--- config.mk ---
export PLATFORM = sky130hd
export DESIGN_NAME = execute_stage
export DESIGN_NICKNAME = d
export VERILOG_FILES = /design/src/rtl/execute_stage.sv
export SDC_FILE = /design/constraint.sdc
export NUM_CORES = 1
export LEC_CHECK = 0
export ABC_AREA = 1
export CAP_MARGIN = 40
export CORE_UTILIZATION = 45
export DETAILED_ROUTE_END_ITERATION = 16
export PLACE_DENSITY = 0.68
export SLEW_MARGIN = 20
export SYNTH_ARGS = -nofsm -noshare
export SYNTH_HDL_FRONTEND = slang
export SYNTH_SLANG_ARGS = --single-unit
--- constraint.sdc ---
create_clock -name clk -period 16 [get_ports clk]
set_input_delay 3.2 -clock clk [delete_from_list [all_inputs] [get_ports clk]]
set_output_delay 3.2 -clock clk [all_outputs]
set_load 0.005 [all_outputs]
--- src/rtl/execute_stage.sv ---
// Y86-64 SEQ execute stage: ALU (valE), condition-code register and branch/cmov condition.
// Latency: valE and Cnd are combinational and CC updates on the clock edge; there is no flow control.
module execute_stage #(
  parameter int WIDTH = 64
) (
  input  logic             clk,
  input  logic             reset,
  input  logic [3:0]       icode,
  input  logic [3:0]       ifun,
  input  logic [WIDTH-1:0] valA,
  input  logic [WIDTH-1:0] valB,
  input  logic [WIDTH-1:0] valC,
  output logic [WIDTH-1:0] valE,
  output logic             Cnd,
  output logic             ZF,
  output logic             SF,
  output logic             OF
);

  localparam logic [3:0] I_RRMOVQ = 4'd2;
  localparam logic [3:0] I_IRMOVQ = 4'd3;
  localparam logic [3:0] I_RMMOVQ = 4'd4;
  localparam logic [3:0] I_MRMOVQ = 4'd5;
  localparam logic [3:0] I_OPQ    = 4'd6;
  localparam logic [3:0] I_JXX    = 4'd7;
  localparam logic [3:0] I_CALL   = 4'd8;
  localparam logic [3:0] I_RET    = 4'd9;
  localparam logic [3:0] I_PUSHQ  = 4'd10;
  localparam logic [3:0] I_POPQ   = 4'd11;

  localparam logic [3:0] F_ADD = 4'd0;
  localparam logic [3:0] F_SUB = 4'd1;
  localparam logic [3:0] F_AND = 4'd2;
  localparam logic [3:0] F_XOR = 4'd3;

  localparam logic [WIDTH-1:0] STACK_STEP = WIDTH'(8);

  typedef struct packed {
    logic zf;
    logic sf;
    logic of;
  } cc_t;

  localparam cc_t CC_RESET = '{zf: 1'b1, sf: 1'b0, of: 1'b0};

  cc_t        cc;
  cc_t        ccNext;
  logic       opValid;
  logic [WIDTH-1:0] opResult;

  // OPq arithmetic; unused function codes produce zero and leave the CC alone.
  always_comb begin
    opResult = '0;
    opValid  = 1'b1;
    unique case (ifun)
      F_ADD:   opResult = valB + valA;
      F_SUB:   opResult = valB - valA;
      F_AND:   opResult = valB & valA;
      F_XOR:   opResult = valB ^ valA;
      default: opValid  = 1'b0;
    endcase
  end

  always_comb begin
    valE = '0;
    unique case (icode)
      I_RRMOVQ:          valE = valA;
      I_IRMOVQ:          valE = valC;
      I_RMMOVQ, I_MRMOVQ: valE = valB + valC;
      I_OPQ:             valE = opResult;
      I_CALL, I_PUSHQ:   valE = valB - STACK_STEP;
      I_RET, I_POPQ:     valE = valB + STACK_STEP;
      default:           valE = '0;
    endcase
  end

  always_comb begin
    ccNext.zf = (opResult == '0);
    ccNext.sf = opResult[WIDTH-1];
    ccNext.of = 1'b0;
    if (ifun == F_ADD) begin
      ccNext.of = (valA[WIDTH-1] == valB[WIDTH-1]) && (opResult[WIDTH-1] != valA[WIDTH-1]);
    end else if (ifun == F_SUB) begin
      ccNext.of = (valA[WIDTH-1] != valB[WIDTH-1]) && (opResult[WIDTH-1] != valB[WIDTH-1]);
    end
  end

  always_ff @(posedge clk) begin
    if (reset) begin
      cc <= CC_RESET;
    end else if (icode == I_OPQ && opValid) begin
      cc <= ccNext;
    end
  end

  // Condition reads only the registered flags, so an OPq affects branches one cycle later.
  always_comb begin
    Cnd = 1'b0;
    if (icode == I_RRMOVQ || icode == I_JXX) begin
      unique case (ifun)
        4'd0:    Cnd = 1'b1;
        4'd1:    Cnd = (cc.sf ^ cc.of) | cc.zf;
        4'd2:    Cnd = cc.sf ^ cc.of;
        4'd3:    Cnd = cc.zf;
        4'd4:    Cnd = ~cc.zf;
        4'd5:    Cnd = ~(cc.sf ^ cc.of);
        4'd6:    Cnd = ~(cc.sf ^ cc.of) & ~cc.zf;
        default: Cnd = 1'b0;
      endcase
    end
  end

  assign ZF = cc.zf;
  assign SF = cc.sf;
  assign OF = cc.of;

endmodule

==> impl_metrics.yaml, run 1 <==
clocking:
  cts-resized-gates: 0
  htreeDepth: 1
  clock_path_buffers: 2
  post_cts_buffers: 0
  cts_buffers: 3
  cts_sinks: 3
  path_clk_slew_ns: 0.03
  postCtsHoldBufs: 0
  cts_tree: "yes"
  root_buffer: "clkbuf_16"
  clock_latency_ns: 0.23
worst_setup_path:
  cp.required_ns: 12.80
  critPathBufInv: 7
  start_kind: "primary input"
  path_delay_family: "buffers and inverters"
  end_kind: "primary output"
  cp_max_fo: 44
  cpMostUsedCell: "nand2_1"
  regToRegSetupSlack_ns: 15.22
  crit_type: "in2out"
  slowest_stage: "clkdlybuf4s50_1"
  crit_arrival_ns: 9.03
  max_stage_delay_ns: 0.51
sta:
  hold_ws_ns: 0.571
  setup_tns_ns: 0
  finClkSkew_ns: 0
  max_slew_margin_pct: 34.9
  fmaxAchievable_mhz: 81.8
  slew_violations: 0
  hold_viol: 0
  tightest_slew_ns: 0.966
  rsz0062_at_grt: "no"
  min_period_ns: 12.23
  period_share_pct: 76.4
  setup_violations: 0
layout:
  drive_above_1_share_pct: 3.04
  final_cell_area_sq_um: 23200
  area_growth_pct: 17.6
  nNetsFinal: 4531
  fillers: 4939
  fin_util_pct: 53.8
route:
  drc: 0
  viasPerCell: 5.91
  dr.first_iter.drc_count: 3700
  wire_per_inst_um: 22.9
  detail-route-antenna-nets: 0
  vias: 27564
  dr.pass1.iters: 8
  routed_wl_mm: 107
power_and_ir_drop:
  total_power_w: 0.000915
  power_density_nw_per_um2: 39.4
  leakagePower_nw: 11.1
  ir_worst_vdd_uv: 22.1
synthesis:
  synth_cell_types: 58
  synth_area_sq_um: 19700
  synth.cells.most_frequent: "1073 x nand2_1, 593 x inv_1, 496 x nor2_1, 327 x a21oi_1, 250 x ha_1"
  syn_nets: 4295
  yosys-top-cells-area: "nand2_1 20%, ha_1 16%, inv_1 11%"
  synth_cells: 3840
  post-synth-top-count-cell: "nand2_1"
  synthFlopType: "dfxtp_1"
  ys_ff_latch: 3
  ys_warn_count: 0
  avgSynthCellArea_sq_um: 5.14
  synth_edf_count: 0
  yosysTopAreaCellShare_pct: 20.4
  ys_seq_area_share_pct: 0.304
  async_flop_share_pct: 0
  synth_area_leader_cell: "nand2_1"
placement:
  hpwl_mm: 92.5
  place_area_sq_um: 23100
  place.gp.congestion: 1.07
  io_buffers: 269
floorplan:
  dieArea_sq_um: 44700
  dieWidth_um: 211
  die_h_um: 211
  core.rowCount: 76
  ios: 270
  core_area_sq_um: 43200
  start_util_pct: 45.7
global_route:
  grt_use_total_pct: 46.4
  grt-ovfl-total: 0
  grt_max_degree: 65
  antenna_found_initial: 4
  grt_pass1_vias: 25238
  grt_pass1_wl_mm: 154
hold_path:
  hold_class: "reg2reg"
run:
  cap_viol_max_count: 0
outcome:
  status: "complete, no violations"
state kept, by name, indices dropped and copies added (netlist names):
register / count
OF: 1
ZF: 1
SF: 1
layout make-up:
cell class | instances | area, sq um | share of cell area [%]
Inverter | 603 | 2260 | 9.75
Multi-Input combinational cell | 3178 | 17200 | 74.2
Sequential cell | 3 | 60.1 | 0.259
Tap cell | 585 | 732 | 3.15
Clock buffer | 4 | 78.8 | 0.339
Timing Repair Buffer | 287 | 2840 | 12.2
Antenna cell | 2 | 5.00 | 0.0216
per-stage QoR:
step | setup WS [ns] | instances
after floorplan | 6.22 | 3840
after global placement | 4.06 | 4653
after detailed placement | 4.01 | 4655
after CTS | 3.99 | 4659
after global routing | 3.35 | 4662
final | 3.77 | 4662
power breakdown:
part	switching, W	internal (W)
registers	0.000000127	0.00000763
logic	0.000571	0.000296
clock network	0.00000770	0.0000330
path summary, 6_finish.rpt:
check / to / startpoint / depth (start not counted)
hold / removal: SF / SF / 2
setup reg to reg: ZF / ZF / 3
hold reg to reg: SF / SF / 2
setup / recovery: valE[58] / ifun[2] / 29
kinds of logic (layout without fill, tap and decap cells):
group / after synthesis / in the layout / synth area share, %
simple gates: 2026 / 2026 / 43.0
xor+xnor: 76 / 76 / 3.37
compound gates: 823 / 823 / 24.6
fa+ha+maj: 253 / 253 / 16.1
flops: 3 / 3 / 0.304
other cells: 0 / 2 / 0
buf+inv: 659 / 894 / 12.6
per-layer routing:
metal	up-vias	track usage, %	share of wire, %
li1	13230	-	-
met1	12330	64.4	42
met2	1734	68.2	40
met3	268	9.69	13
met4	2	20.6	5.2
met5	-	0	0.012
placed cells by master, fill, tap and decap left out, types with 5 or more instances in the layout:
| cell type | instances |
|---|---|
| o21ai_1 | 13 |
| nor3_1 | 42 |
| a21oi_1 | 327 |
| a22oi_1 | 63 |
| xnor2_1 | 7 |
| nor2_1 | 491 |
| o211ai_1 | 22 |
| nand2_2 | 9 |
| a21o_1 | 14 |
| nand3_1 | 240 |
| a31oi_1 | 20 |
| o21bai_1 | 39 |
| nand2_1 | 1072 |
| or2_2 | 46 |
| clkdlybuf4s50_1 | 269 |
| inv_2 | 9 |
| nor2_4 | 8 |
| o2111ai_1 | 12 |
| nor3_2 | 7 |
| o21a_1 | 21 |
| buf_4 | 15 |
| o21ai_0 | 218 |
| nor2_2 | 7 |
| ha_1 | 250 |
| nand3b_1 | 17 |
| inv_1 | 593 |
| a21boi_0 | 12 |
| nor4_1 | 20 |
| a211oi_1 | 5 |
| nand4_1 | 56 |
| a221oi_1 | 19 |
| xor2_1 | 69 |
worst register-to-register path, delay by kind of cell, from the launching register on:
family	cells	cell delay (ns)
AO/OA/AOI/OAI	1	0.14
flip-flops	1	0.36
AND/OR/NAND/NOR	2	0.15
No activity file was read; power rests on OpenSTA's default activity.
==> run 2, diff against run 1 <==
- clock period: 16 -> 12.55 ns (I/O delays scaled with it)
==> impl_metrics.yaml, run 2 (synthesis gave the netlist of run 1 again) <==
placement:
  hpwl_mm: 91.5
  io_buffers: 269
  place.gp.congestion: 1.08
  dpl.cell_count: 4654
  pre_cts_ws_ns: 1.97
clocking:
  postCtsHoldBufs: 0
  cts_sinks: 3
  cts-resized-gates: 0
  cts_tree: "yes"
  htreeDepth: 1
  post_cts_buffers: 0
  path_clk_slew_ns: 0.03
  cts_buffers: 3
  root_buffer: "clkbuf_16"
  clock_latency_ns: 0.22
  clock_path_buffers: 2
global_route:
  grt_max_degree: 62
  grt-ovfl-total: 0
  grt_pass1_vias: 25358
  antenna_found_initial: 2
  grt_use_total_pct: 45.9
  grt_pass1_wl_mm: 153
route:
  detail-route-antenna-nets: 0
  vias: 27346
  dr.first_iter.drc_count: 3823
  routed_wl_mm: 105
  viasPerCell: 5.86
  wire_per_inst_um: 22.6
  drc: 0
  dr.pass1.iters: 6
floorplan:
  core_area_sq_um: 43200
  dieArea_sq_um: 44700
  ios: 270
  die_h_um: 211
  core.rowCount: 76
  start_util_pct: 45.7
  dieWidth_um: 211
power_and_ir_drop:
  ir_worst_vdd_uv: 27.0
  power_density_nw_per_um2: 50.2
  leakagePower_nw: 11.1
sta:
  max_slew_margin_pct: 33.3
  period_share_pct: 87.7
  setup_tns_ns: 0
  setup_violations: 0
  finClkSkew_ns: 0
  tightest_slew_ns: 0.992
  fmaxAchievable_mhz: 90.8
  min_period_ns: 11.01
  hold_ws_ns: 0.573
  slew_violations: 0
  hold_viol: 0
  rsz0062_at_grt: "no"
  layout_setup_ws_ns: 1.54
layout:
  final_cells: 4663
  area_growth_pct: 17.6
  mostFrequentLayoutCells: "1072 x nand2_1, 593 x inv_1, 491 x nor2_1"
  fin_util_pct: 53.8
  mostFrequentLayoutCell: "nand2_1"
  nNetsFinal: 4530
  drive_above_1_share_pct: 3.02
worst_setup_path:
  cp_max_fo: 44
  end_kind: "primary output"
  crit_chain: "clkdlybuf4s50_1, nor2_1, nand2_1, buf_4, inv_1, nor2_1, xor2_1, ha_1, nand2_1, nor2_1, nand2_1, nor2_1, nand2_1, o211ai_1, nand2_1, nand2_1, nand2_1, nand3_1, nand2_1, inv_1, o21ai_0, a21oi_1, o211ai_1, clkdlybuf4s50_1"
  start_kind: "primary input"
  slowest_stage: "clkdlybuf4s50_1"
  crit_type: "in2out"
  crit_arrival_ns: 8.50
  cpMostUsedCell: "nand2_1"
  critPathBufInv: 5
  regToRegSetupSlack_ns: 11.78
  max_stage_delay_ns: 0.51
  cp.required_ns: 10.04
  path_delay_family: "simple AND/OR/NAND/NOR gates"
run:
  cap_viol_max_count: 0
outcome:
  status: "complete, no violations"
hold_path:
  hold_class: "reg2reg"
==> run 2: cell count changes in the layout (fill, tap and decap cells not counted), sizes merged <==
cell / delta
diode: +2
buf: -1
==> run 2: area by class of cell <==
class | count | area (sq um)
Sequential cell | 3 | 60.1
Clock buffer | 4 | 78.8
Fill cell | 4892 | 20000
Multi-Input combinational cell | 3178 | 17200
Timing Repair Buffer | 286 | 2840
Inverter | 603 | 2260
Antenna cell | 4 | 10.0
Tap cell | 585 | 732
==> run 2: final timing paths <==
| path | startpoint | endpoint | cells past startpoint |
|---|---|---|---|
| setup / recovery | ifun[2] | valE[58] | 24 |
| hold / removal | SF | SF | 2 |
| setup reg to reg | ZF | ZF | 3 |
| hold reg to reg | SF | SF | 2 |
==> run 2: worst register-to-register path, cell delays in order (launching register included) <==
cell and delay (ns):
dfxtp_1 0.36, nand2_1 0.09, nand2_1 0.05, o21bai_1 0.14
==> run 2: report_power, final <==
| part | internal, W | switching [W] |
|---|---|---|
| combinational | 0.000378 | 0.000727 |
| clock | 0.0000419 | 0.00000883 |
| sequential | 0.00000972 | 0.000000169 |
==> run 2: layer usage <==
layer / track usage, % / vias up / part of all wire (%) / wire (um)
li1: - / 13235 / - / -
met1: 62.7 / 12269 / 42 / 44000
met2: 66.5 / 1595 / 40 / 41800
met3: 11.4 / 247 / 13 / 13800
met4: 22.2 / 0 / 5.6 / 5880
met5: 0 / - / 0 / 0
==> run 2: metrics by stage <==
stage | area [sq um] | power, W
after floorplan | 19700 | 0.000634
after global placement | 23100 | 0.00106
after detailed placement | 23100 | 0.00106
after CTS | 23200 | 0.00112
after global routing | 23200 | 0.00125
final | 23200 | 0.00117
